[config.mk]
export PLATFORM = sky130hd
export DESIGN_NAME = util_fifo2avl_align
export DESIGN_NICKNAME = d
export VERILOG_FILES = /design/src/rtl/util_fifo2avl_pkg.sv /design/src/rtl/util_fifo2avl_buf.sv /design/src/rtl/util_fifo2avl_align.sv
export SDC_FILE = /design/constraint.sdc
export NUM_CORES = 2
export LEC_CHECK = 0
export BUFFER_PORTS_ARGS = -buffer_cell sky130_fd_sc_hd__buf_2
export CAP_MARGIN = 20
export CORE_UTILIZATION = 25
export DETAILED_ROUTE_END_ITERATION = 6
export PLACE_DENSITY = 0.37
export SETUP_SLACK_MARGIN = 0.3
export SYNTH_ARGS = -nofsm -noshare
export SYNTH_HDL_FRONTEND = slang
export SYNTH_HIERARCHICAL = 1
export SYNTH_SLANG_ARGS = --single-unit
[constraint.sdc]
create_clock -name clk -period 38.4 [get_ports clk]
set_input_delay 7.68 -clock clk [delete_from_list [all_inputs] [get_ports clk]]
set_output_delay 7.68 -clock clk [all_outputs]
set_load 0.05 [all_outputs]
[src/rtl/util_fifo2avl_pkg.sv]
// Shared types and sizing helpers for the FIFO-read to Avalon-ST aligner.
// The beat record layout is {data, enable, mode}; rec_w() gives its width.
package util_fifo2avl_pkg;

    typedef enum logic {
        MODE_FULL = 1'b0,
        MODE_PART = 1'b1
    } mode_e;

    function automatic int ptr_w(input int depth);
        return (depth > 1) ? $clog2(depth) : 1;
    endfunction

    function automatic int rec_w(input int lanes, input int data_w);
        return lanes * data_w + lanes + 1;
    endfunction

endpackage

[src/rtl/util_fifo2avl_buf.sv]
// Output buffer: DEPTH x WIDTH synchronous FIFO with show-ahead head entry.
// Pointers carry an extra wrap bit so full and empty are unambiguous.
module util_fifo2avl_buf
    import util_fifo2avl_pkg::*;
#(
    parameter int WIDTH = 8,
    parameter int DEPTH = 8
) (
    input  logic                      clk,
    input  logic                      rst,
    input  logic                      i_wr,
    input  logic [WIDTH-1:0]          i_wdata,
    input  logic                      i_rd,
    output logic [WIDTH-1:0]          o_rdata,
    output logic                      o_full,
    output logic                      o_empty,
    output logic [ptr_w(DEPTH):0]     o_count
);

    localparam int PW = ptr_w(DEPTH);

    logic [WIDTH-1:0] r_mem [DEPTH];
    logic [PW:0]      r_wptr;
    logic [PW:0]      r_rptr;
    logic             w_do_wr;
    logic             w_do_rd;

    assign o_empty = (r_wptr == r_rptr);
    assign o_full  = (r_wptr[PW] != r_rptr[PW]) && (r_wptr[PW-1:0] == r_rptr[PW-1:0]);
    assign o_count = r_wptr - r_rptr;
    assign o_rdata = r_mem[r_rptr[PW-1:0]];
    assign w_do_wr = i_wr & ~o_full;
    assign w_do_rd = i_rd & ~o_empty;

    always_ff @(posedge clk or posedge rst) begin
        if (rst) begin
            r_wptr <= '0;
            r_rptr <= '0;
            for (int i = 0; i < DEPTH; i++) begin
                r_mem[i] <= '0;
            end
        end else begin
            if (w_do_wr) begin
                r_mem[r_wptr[PW-1:0]] <= i_wdata;
                r_wptr                <= r_wptr + 1'b1;
            end
            if (w_do_rd) begin
                r_rptr <= r_rptr + 1'b1;
            end
        end
    end

endmodule

[src/rtl/util_fifo2avl_align.sv]
// FIFO-read to Avalon-ST aligner: per-mode delay lines, credit-throttled output buffer
// and partial-beat stretching. Define UTIL_FIFO2AVL_STAT_EN to add stall/back-pressure counters.
module util_fifo2avl_align
    import util_fifo2avl_pkg::*;
#(
    parameter int LANES     = 4,
    parameter int DATA_W    = 32,
    parameter int LAT_FULL  = 4,
    parameter int LAT_PART  = 6,
    parameter int STRETCH   = 2,
    parameter int BUF_DEPTH = 8
) (
    input  logic                      clk,
    input  logic                      rst,
    input  logic                      din_valid,
    input  logic [LANES-1:0]          din_enable,
    input  logic [LANES*DATA_W-1:0]   din_data,
    output logic                      din_ready,
    output logic                      dout_valid,
    output logic [LANES*DATA_W-1:0]   dout_data,
    output logic [LANES-1:0]          dout_enable,
    output logic                      dout_last,
    input  logic                      dout_ready
`ifdef UTIL_FIFO2AVL_STAT_EN
    ,
    output logic [15:0]               stat_stall,
    output logic [15:0]               stat_bp
`endif
);

    localparam int DW    = LANES * DATA_W;
    localparam int PW    = ptr_w(BUF_DEPTH);
    localparam int CW    = PW + 1;
    localparam int SCW   = $clog2(LAT_PART + 1);
    localparam int BCW   = (STRETCH > 1) ? $clog2(STRETCH) : 1;
    localparam int REC_W = rec_w(LANES, DATA_W);

    typedef struct packed {
        logic [DW-1:0]    data;
        logic [LANES-1:0] enable;
        mode_e            mode;
    } beat_t;

    logic             r_run;
    logic [CW-1:0]    r_inflight;
    logic [SCW-1:0]   r_pstall;
    logic [BCW-1:0]   r_beat_cnt;

    logic             w_accept;
    logic             w_in_full;
    logic             w_mode_stall;
    logic [CW:0]      w_occ;
    beat_t            w_in_beat;

    logic [LAT_FULL-1:0] w_f_vld;
    beat_t               w_f_dat [LAT_FULL];
    logic [LAT_PART-1:0] w_p_vld;
    beat_t               w_p_dat [LAT_PART];

    logic             w_wr;
    beat_t            w_wr_beat;
    logic [REC_W-1:0] w_rdata;
    beat_t            w_head;
    logic             w_buf_full;
    logic             w_buf_empty;
    logic [CW-1:0]    w_buf_count;
    logic             w_hs;
    logic             w_head_last;
    logic             w_pop;

    assign w_in_full    = &din_enable;
    assign w_mode_stall = w_in_full & (r_pstall != '0);
    assign w_occ        = {1'b0, r_inflight} + {1'b0, w_buf_count};
    assign din_ready    = r_run & (w_occ < (CW+1)'(BUF_DEPTH)) & ~w_mode_stall;
    assign w_accept     = din_valid & din_ready;

    always_comb begin
        w_in_beat        = '0;
        w_in_beat.data   = din_data;
        w_in_beat.enable = din_enable;
        w_in_beat.mode   = w_in_full ? MODE_FULL : MODE_PART;
    end

    // Stage 0 is the accept cycle itself; the buffer write is the last of LAT stages.
    assign w_f_vld[0] = w_accept & w_in_full;
    assign w_f_dat[0] = w_in_beat;
    assign w_p_vld[0] = w_accept & ~w_in_full;
    assign w_p_dat[0] = w_in_beat;

    for (genvar gi = 1; gi < LAT_FULL; gi++) begin : g_fst
        logic  r_vld;
        beat_t r_dat;
        always_ff @(posedge clk or posedge rst) begin
            if (rst) begin
                r_vld <= 1'b0;
                r_dat <= '0;
            end else begin
                r_vld <= w_f_vld[gi-1];
                r_dat <= w_f_dat[gi-1];
            end
        end
        assign w_f_vld[gi] = r_vld;
        assign w_f_dat[gi] = r_dat;
    end

    for (genvar gi = 1; gi < LAT_PART; gi++) begin : g_pst
        logic  r_vld;
        beat_t r_dat;
        always_ff @(posedge clk or posedge rst) begin
            if (rst) begin
                r_vld <= 1'b0;
                r_dat <= '0;
            end else begin
                r_vld <= w_p_vld[gi-1];
                r_dat <= w_p_dat[gi-1];
            end
        end
        assign w_p_vld[gi] = r_vld;
        assign w_p_dat[gi] = r_dat;
    end

    // Mode-change stall keeps the two lines from ever writing in the same cycle.
    assign w_wr      = w_f_vld[LAT_FULL-1] | w_p_vld[LAT_PART-1];
    assign w_wr_beat = w_p_vld[LAT_PART-1] ? w_p_dat[LAT_PART-1] : w_f_dat[LAT_FULL-1];

    util_fifo2avl_buf #(
        .WIDTH (REC_W),
        .DEPTH (BUF_DEPTH)
    ) u_buf (
        .clk     (clk),
        .rst     (rst),
        .i_wr    (w_wr & ~w_buf_full),
        .i_wdata (w_wr_beat),
        .i_rd    (w_pop),
        .o_rdata (w_rdata),
        .o_full  (w_buf_full),
        .o_empty (w_buf_empty),
        .o_count (w_buf_count)
    );

    assign w_head      = beat_t'(w_rdata);
    assign dout_valid  = ~w_buf_empty;
    assign dout_data   = w_head.data;
    assign dout_enable = w_head.enable;
    assign w_head_last = (w_head.mode == MODE_FULL) | (r_beat_cnt == BCW'(STRETCH - 1));
    assign dout_last   = dout_valid & w_head_last;
    assign w_hs        = dout_valid & dout_ready;
    assign w_pop       = w_hs & w_head_last;

    always_ff @(posedge clk or posedge rst) begin
        if (rst) begin
            r_run      <= 1'b0;
            r_inflight <= '0;
            r_pstall   <= '0;
            r_beat_cnt <= '0;
        end else begin
            r_run      <= 1'b1;
            r_inflight <= r_inflight + CW'(w_accept) - CW'(w_wr);
            // Full beats are held off for LAT_PART cycles after the latest partial accept.
            if (w_accept & ~w_in_full) begin
                r_pstall <= SCW'(LAT_PART);
            end else if (r_pstall != '0) begin
                r_pstall <= r_pstall - 1'b1;
            end
            if (w_hs) begin
                r_beat_cnt <= w_head_last ? '0 : r_beat_cnt + 1'b1;
            end
        end
    end

`ifdef UTIL_FIFO2AVL_STAT_EN
    logic [15:0] r_stat_stall;
    logic [15:0] r_stat_bp;

    always_ff @(posedge clk or posedge rst) begin
        if (rst) begin
            r_stat_stall <= '0;
            r_stat_bp    <= '0;
        end else begin
            if (din_valid & ~din_ready & (r_stat_stall != 16'hFFFF)) begin
                r_stat_stall <= r_stat_stall + 16'd1;
            end
            if (dout_valid & ~dout_ready & (r_stat_bp != 16'hFFFF)) begin
                r_stat_bp <= r_stat_bp + 16'd1;
            end
        end
    end

    assign stat_stall = r_stat_stall;
    assign stat_bp    = r_stat_bp;
`endif

endmodule
# Word level (Yosys, flattened, before mapping)
# Cells that the tools add are included.
[totals] reg_bits=1754 latch_bits=0 mem_bits_rw=0 mem_bits_ro=0 memories=0
[classes] add_sub_neg=8 n_mul=0 n_div=0 order_cmp=4 n_eq_ne=3 n_shift=0 muxes=11 bitwise=21 reduce_logical=5
[op_table] op="bitwise mux 1064 bit" count=1
[op_table] op="two-way mux 133 bit" count=4
[op_table] op="binary-select mux 133 bit (select 3 bit)" count=1
[op_table] op="demux 133 bit (select 3 bit)" count=1
[op_table] op="AND 1 bit" count=12
[op_table] op="adder 4 x 1 -> 4 bit (second input constant)" count=2
[op_table] op="greater-or-equal comparator 4 bit (second input constant)" count=2
[op_table] op="NOT 3 -> 4 bit" count=2
[op_table] op="two-way mux 3 bit" count=2
[op_table] op="adder 4 x 4 -> 5 bit" count=1
[op_table] op="less-than comparator 5 x 4 -> 1 bit (second input constant)" count=1
[op_table] op="NOT 1 bit" count=5
[op_table] op="adder 4 x 1 -> 4 bit" count=1
[op_table] op="equality test 4 bit" count=1
[op_table] op="less-than comparator 4 x 1 -> 1 bit (second input constant)" count=1
[op_table] op="AND reduction 4 bit" count=1
[op_table] op="subtractor 4 x 1 -> 4 bit" count=1
[op_table] op="subtractor 4 bit" count=1
[op_table] op="equality test 3 bit" count=1
[op_table] op="nonzero test 3 bit" count=1
[op_table] op="subtractor 3 x 1 -> 3 bit (second input constant)" count=1
[op_table] op="logical AND 1 bit" count=2
[op_table] op="two-way mux 1 bit" count=2
[op_table] op="bitwise OR 1 bit" count=2
[op_table] op="other kinds (3)" count=3

# Logic depth before layout (Yosys ltp)
[logic_depth] depth_word=8 depth_mapped=18

# Modules after synthesis
# The synthesis kept the hierarchy.
[modules_own_cells] module="util_fifo2avl_buf" n_inst=1 cells_per_inst=3057 area_per_inst_um2=47914.7 seq_area_each_um2=26825.7
[modules_own_cells] module="util_fifo2avl_align" n_inst=1 cells_per_inst=882 area_per_inst_um2=19048.3 seq_area_each_um2=17066.4

# Least setup slack after synthesis
# OpenSTA, ideal clock, no wires.
[synth_path] kind="input -> output" startpoint="input port din_enable[2]" endpoint="output port din_ready" arrival_ns=8.239 path_slack_ns=22.481 cell_stages=3 path_cell_list="and4_1 nand2_1 and2_2"
[synth_via] elab_chain_len=4
[synth_rtl] item="start, declared" line="util_fifo2avl_align.sv:16" rtl="input logic [LANES-1:0] din_enable,"
[synth_rtl] item="AND reduction 4 bit" line="util_fifo2avl_align.sv:71" rtl="assign w_in_full = &din_enable;"
[synth_rtl] item="AND 1 bit" line="util_fifo2avl_align.sv:72" rtl="assign w_mode_stall = w_in_full & (r_pstall != '0);"
[synth_rtl] item="NOT 1 bit" line="util_fifo2avl_align.sv:74" rtl="assign din_ready = r_run & (w_occ < (CW+1)'(BUF_DEPTH)) & ~w_mode_stall;"
[synth_rtl] item="AND 1 bit" line="util_fifo2avl_align.sv:74"
[synth_rtl] item="end, declared" line="util_fifo2avl_align.sv:18" rtl="output logic din_ready,"
# Every way passes these cells.

# Worst setup path in the final report
# Same ends and word-level chain as after synthesis.

==> results.yml <==
outcome:
  status: "finished clean"
setup_path:
  end_kind: "output port"
  start_kind: "primary input"
  max_stage_delay_ns: 0.26
  critPathKind: "in2out"
  cp_cell_sequence: "buf_2 > and4_1 > nand2_1 > and2_2 > buf_2"
  crit_family: "simple AND/OR/NAND/NOR gates"
  crit_top_cell: "buf_2"
  critPathSlowestCell: "and4_1"
  worst-path-buf-inv: 2
  critPathArrivalTime_ns: 8.52
  required_ns: 30.72
  worstPathMaxFanout: 3
timing:
  relSlewSlack_pct: 31.4
  grt_setup_unrepaired: "false"
  final_max_slew_viol_count: 0
  final-setup-viol-count: 0
  fin_crit_ns: 16.20
  min_period_over_period_pct: 42.2
  tightestPinTransition_ns: 1.03
  fmax_mhz: 61.7
  final.setup.tns_ns: 0
  fin_skew_ns: 0.0624
  hold_viol_final: 0
synthesis:
  syn_area_per_cell_um2: 17.0
  ys_ff_latch: 1754
  synth_top_area_cell: "dfrtp_1"
  synthTopCellsByCount: "1754 x dfrtp_1, 1119 x mux2_2, 403 x nand2_1"
  synth_fp_nets: 4091
  synth-edff-count: 0
  synth_top_area_share_pct: 65.5
  synth-warning-count: 6
  netlist_top_cells_area: "dfrtp_1 66%, mux2_2 19%, mux4_2 8.9%"
  yosysSeqAreaShare_pct: 65.5
  async_flop_share_pct: 100
  ys.flop_type: "dfrtp_1"
  synthCells: 3939
  synth.distinct_cells: 40
  synthesis.area_um2: 67000
  yosysMostFrequentCell: "dfrtp_1"
clocking:
  numCtsBuffers: 214
  clk-insertion-delay-late_ns: 0.87
  clock_path_buffers: 4
  cts_max_level: 4
  clk_pin_slew_ns: 0.06
  cts_tree: "yes"
  cts_root_buffer: "clkbuf_16"
  postCtsSetupRepairBufs: 0
  cts.sinks: 1754
  cts_resized: 0
  cts_hold_buf: 0
place:
  post_dp_cell_area_um2: 72300
  hpwl_um: 94600
  place_congestion: 0.670
  portBuffers: 270
power:
  clockPowerShare_pct: 32.7
  internal-power_mw: 4.19
  power.density_nw_per_um2: 78.4
  ir_drop_uv: 54.3
  p_seq_share_pct: 39.1
  power.switching_mw: 2.03
  p_leak_nw: 37.4
  p_comb_share_pct: 28.2
  power.share.switching_pct: 32.7
die:
  die_x_um: 520
  die_h_um: 520
  die-area_um2: 270000
  pin_count: 271
  rows: 189
  core_area_um2: 266000
  start_util_pct: 25.2
cells_and_area:
  finalInstanceArea_um2: 79400
  nFillCells: 26400
  drive_gt1_share_pct: 48.1
  syn_to_final_growth_pct: 18.6
  fin_nets: 4433
route:
  drt-total-wl_um: 174000
  drtAntennaViolNets: 0
  route.detailed.drc: 0
  routedWlPerCell_um: 21.8
  vias: 34000
  drt-pass1-iter-count: 4
  viasPerCell: 4.26
  first_iter_violations: 1535
global_route:
  grt_pass1_wl_um: 267000
  antenna_found_initial: 19
  grt_overflow_total: 0
  grt_pass1_vias: 38100
  grt.total_usage_pct: 13.1
  grt_max_degree: 144
flow_run:
  maxCapViolations: 0
worst_hold_path:
  hold_class: "reg2reg"
-- placed cells by master (no fill, tap or decap), types with 5 or more instances in the layout --
cell       instances
nor2_1             6
nor2b_1            5
buf_2            270
nand3_1            5
buf_4             71
clkinv_2          24
xnor2_1           10
nand2_1          403
clkbuf_1          47
mux2_4            60
mux4_2           266
inv_1             18
dfrtp_1         1750
mux2_1            22
bufinv_16         15
ha_1              14
clkbuf_8          57
clkbuf_16        215
diode_2            6
mux2_2          1119
-- per-layer routing --
layer	part of all wire (%)	up-vias	GRT usage, %
met5	0.050	-	0
met4	2.4	14	3.51
met3	4.2	280	2.39
met2	45	510	20.0
met1	48	18500	19.0
li1	-	14700	-
-- sequential cells by signal, summed over array words and instances (netlist names) --
name	cells
g_fst.r_vld	3
g_pst.r_dat	665
g_pst.r_vld	5
r_beat_cnt	1
r_inflight	4
r_pstall	3
r_run	1
u_buf/r_mem	1064
u_buf/r_rptr	4
u_buf/r_wptr	4
-- final timing paths --
check	start	end	slack (ns)	depth (start not counted)
min in group asynchronous	rst	u_buf/r_mem[652]$_DFFE_PP0P_	6.95	2
min	g_pst[4].r_dat[90]$_DFF_PP0_	g_pst[5].r_dat[90]$_DFF_PP0_	0.29	0
max in group asynchronous	rst	g_pst[3].r_dat[24]$_DFF_PP0_	27.98	6
max reg2reg	u_buf/r_rptr[2]$_DFFE_PP0P_	u_buf/r_mem[894]$_DFFE_PP0P_	32.77	12
min reg2reg	g_pst[4].r_dat[90]$_DFF_PP0_	g_pst[5].r_dat[90]$_DFF_PP0_	0.29	0
max	din_enable[2]	din_ready	22.20	5
-- logic make-up (layout without fill, tap and decap cells) --
family	Yosys count	in the layout	synth area share, %
other cells	1	7	0.00560
fa+ha+maj	16	16	0.321
buf+inv	242	739	1.72
compound gates	10	10	0.118
flops	1754	1754	65.5
xor+xnor	13	13	0.170
simple gates	435	435	2.62
mux	1468	1468	29.5
-- power by group through the flow --
stage          clock (mW)  combinational, mW  sequential [mW]
3_3_place_gp            0               1.80             2.47
6_report             2.03               1.76             2.43
2_1_floorplan           0               1.35             2.38
5_1_grt              2.20               1.91             2.49
3_5_place_dp            0               1.81             2.47
4_1_cts              2.13               1.82             2.44
-- through the flow --
step	hold slack, ns	power (mW)	worst slack, ns	util [%]	cells
final	0.288	6.23	22.20	29.9	7975
after global routing	0.278	6.59	22.17	29.9	7971
after CTS	0.286	6.38	22.19	29.9	7968
after detailed placement	0.335	4.28	22.20	27.2	7597
after global placement	0.331	4.27	22.18	27.2	7597
after floorplan	0.331	3.73	0.543	-	3939
-- area by class of cell --
| type | instances | area (um^2) | share of cell area [%] |
|---|---|---|---|
| Timing Repair Buffer | 346 | 1990 | 2.51 |
| Inverter | 22 | 105 | 0.132 |
| Multi-Input combinational cell | 1943 | 21900 | 27.6 |
| Antenna cell | 6 | 15.0 | 0.0189 |
| Sequential cell | 1754 | 43900 | 55.3 |
| Tap cell | 3533 | 4420 | 5.56 |
| Clock inverter | 52 | 726 | 0.913 |
| Clock buffer | 319 | 6340 | 7.98 |
(Power assumes the default switching activity.)
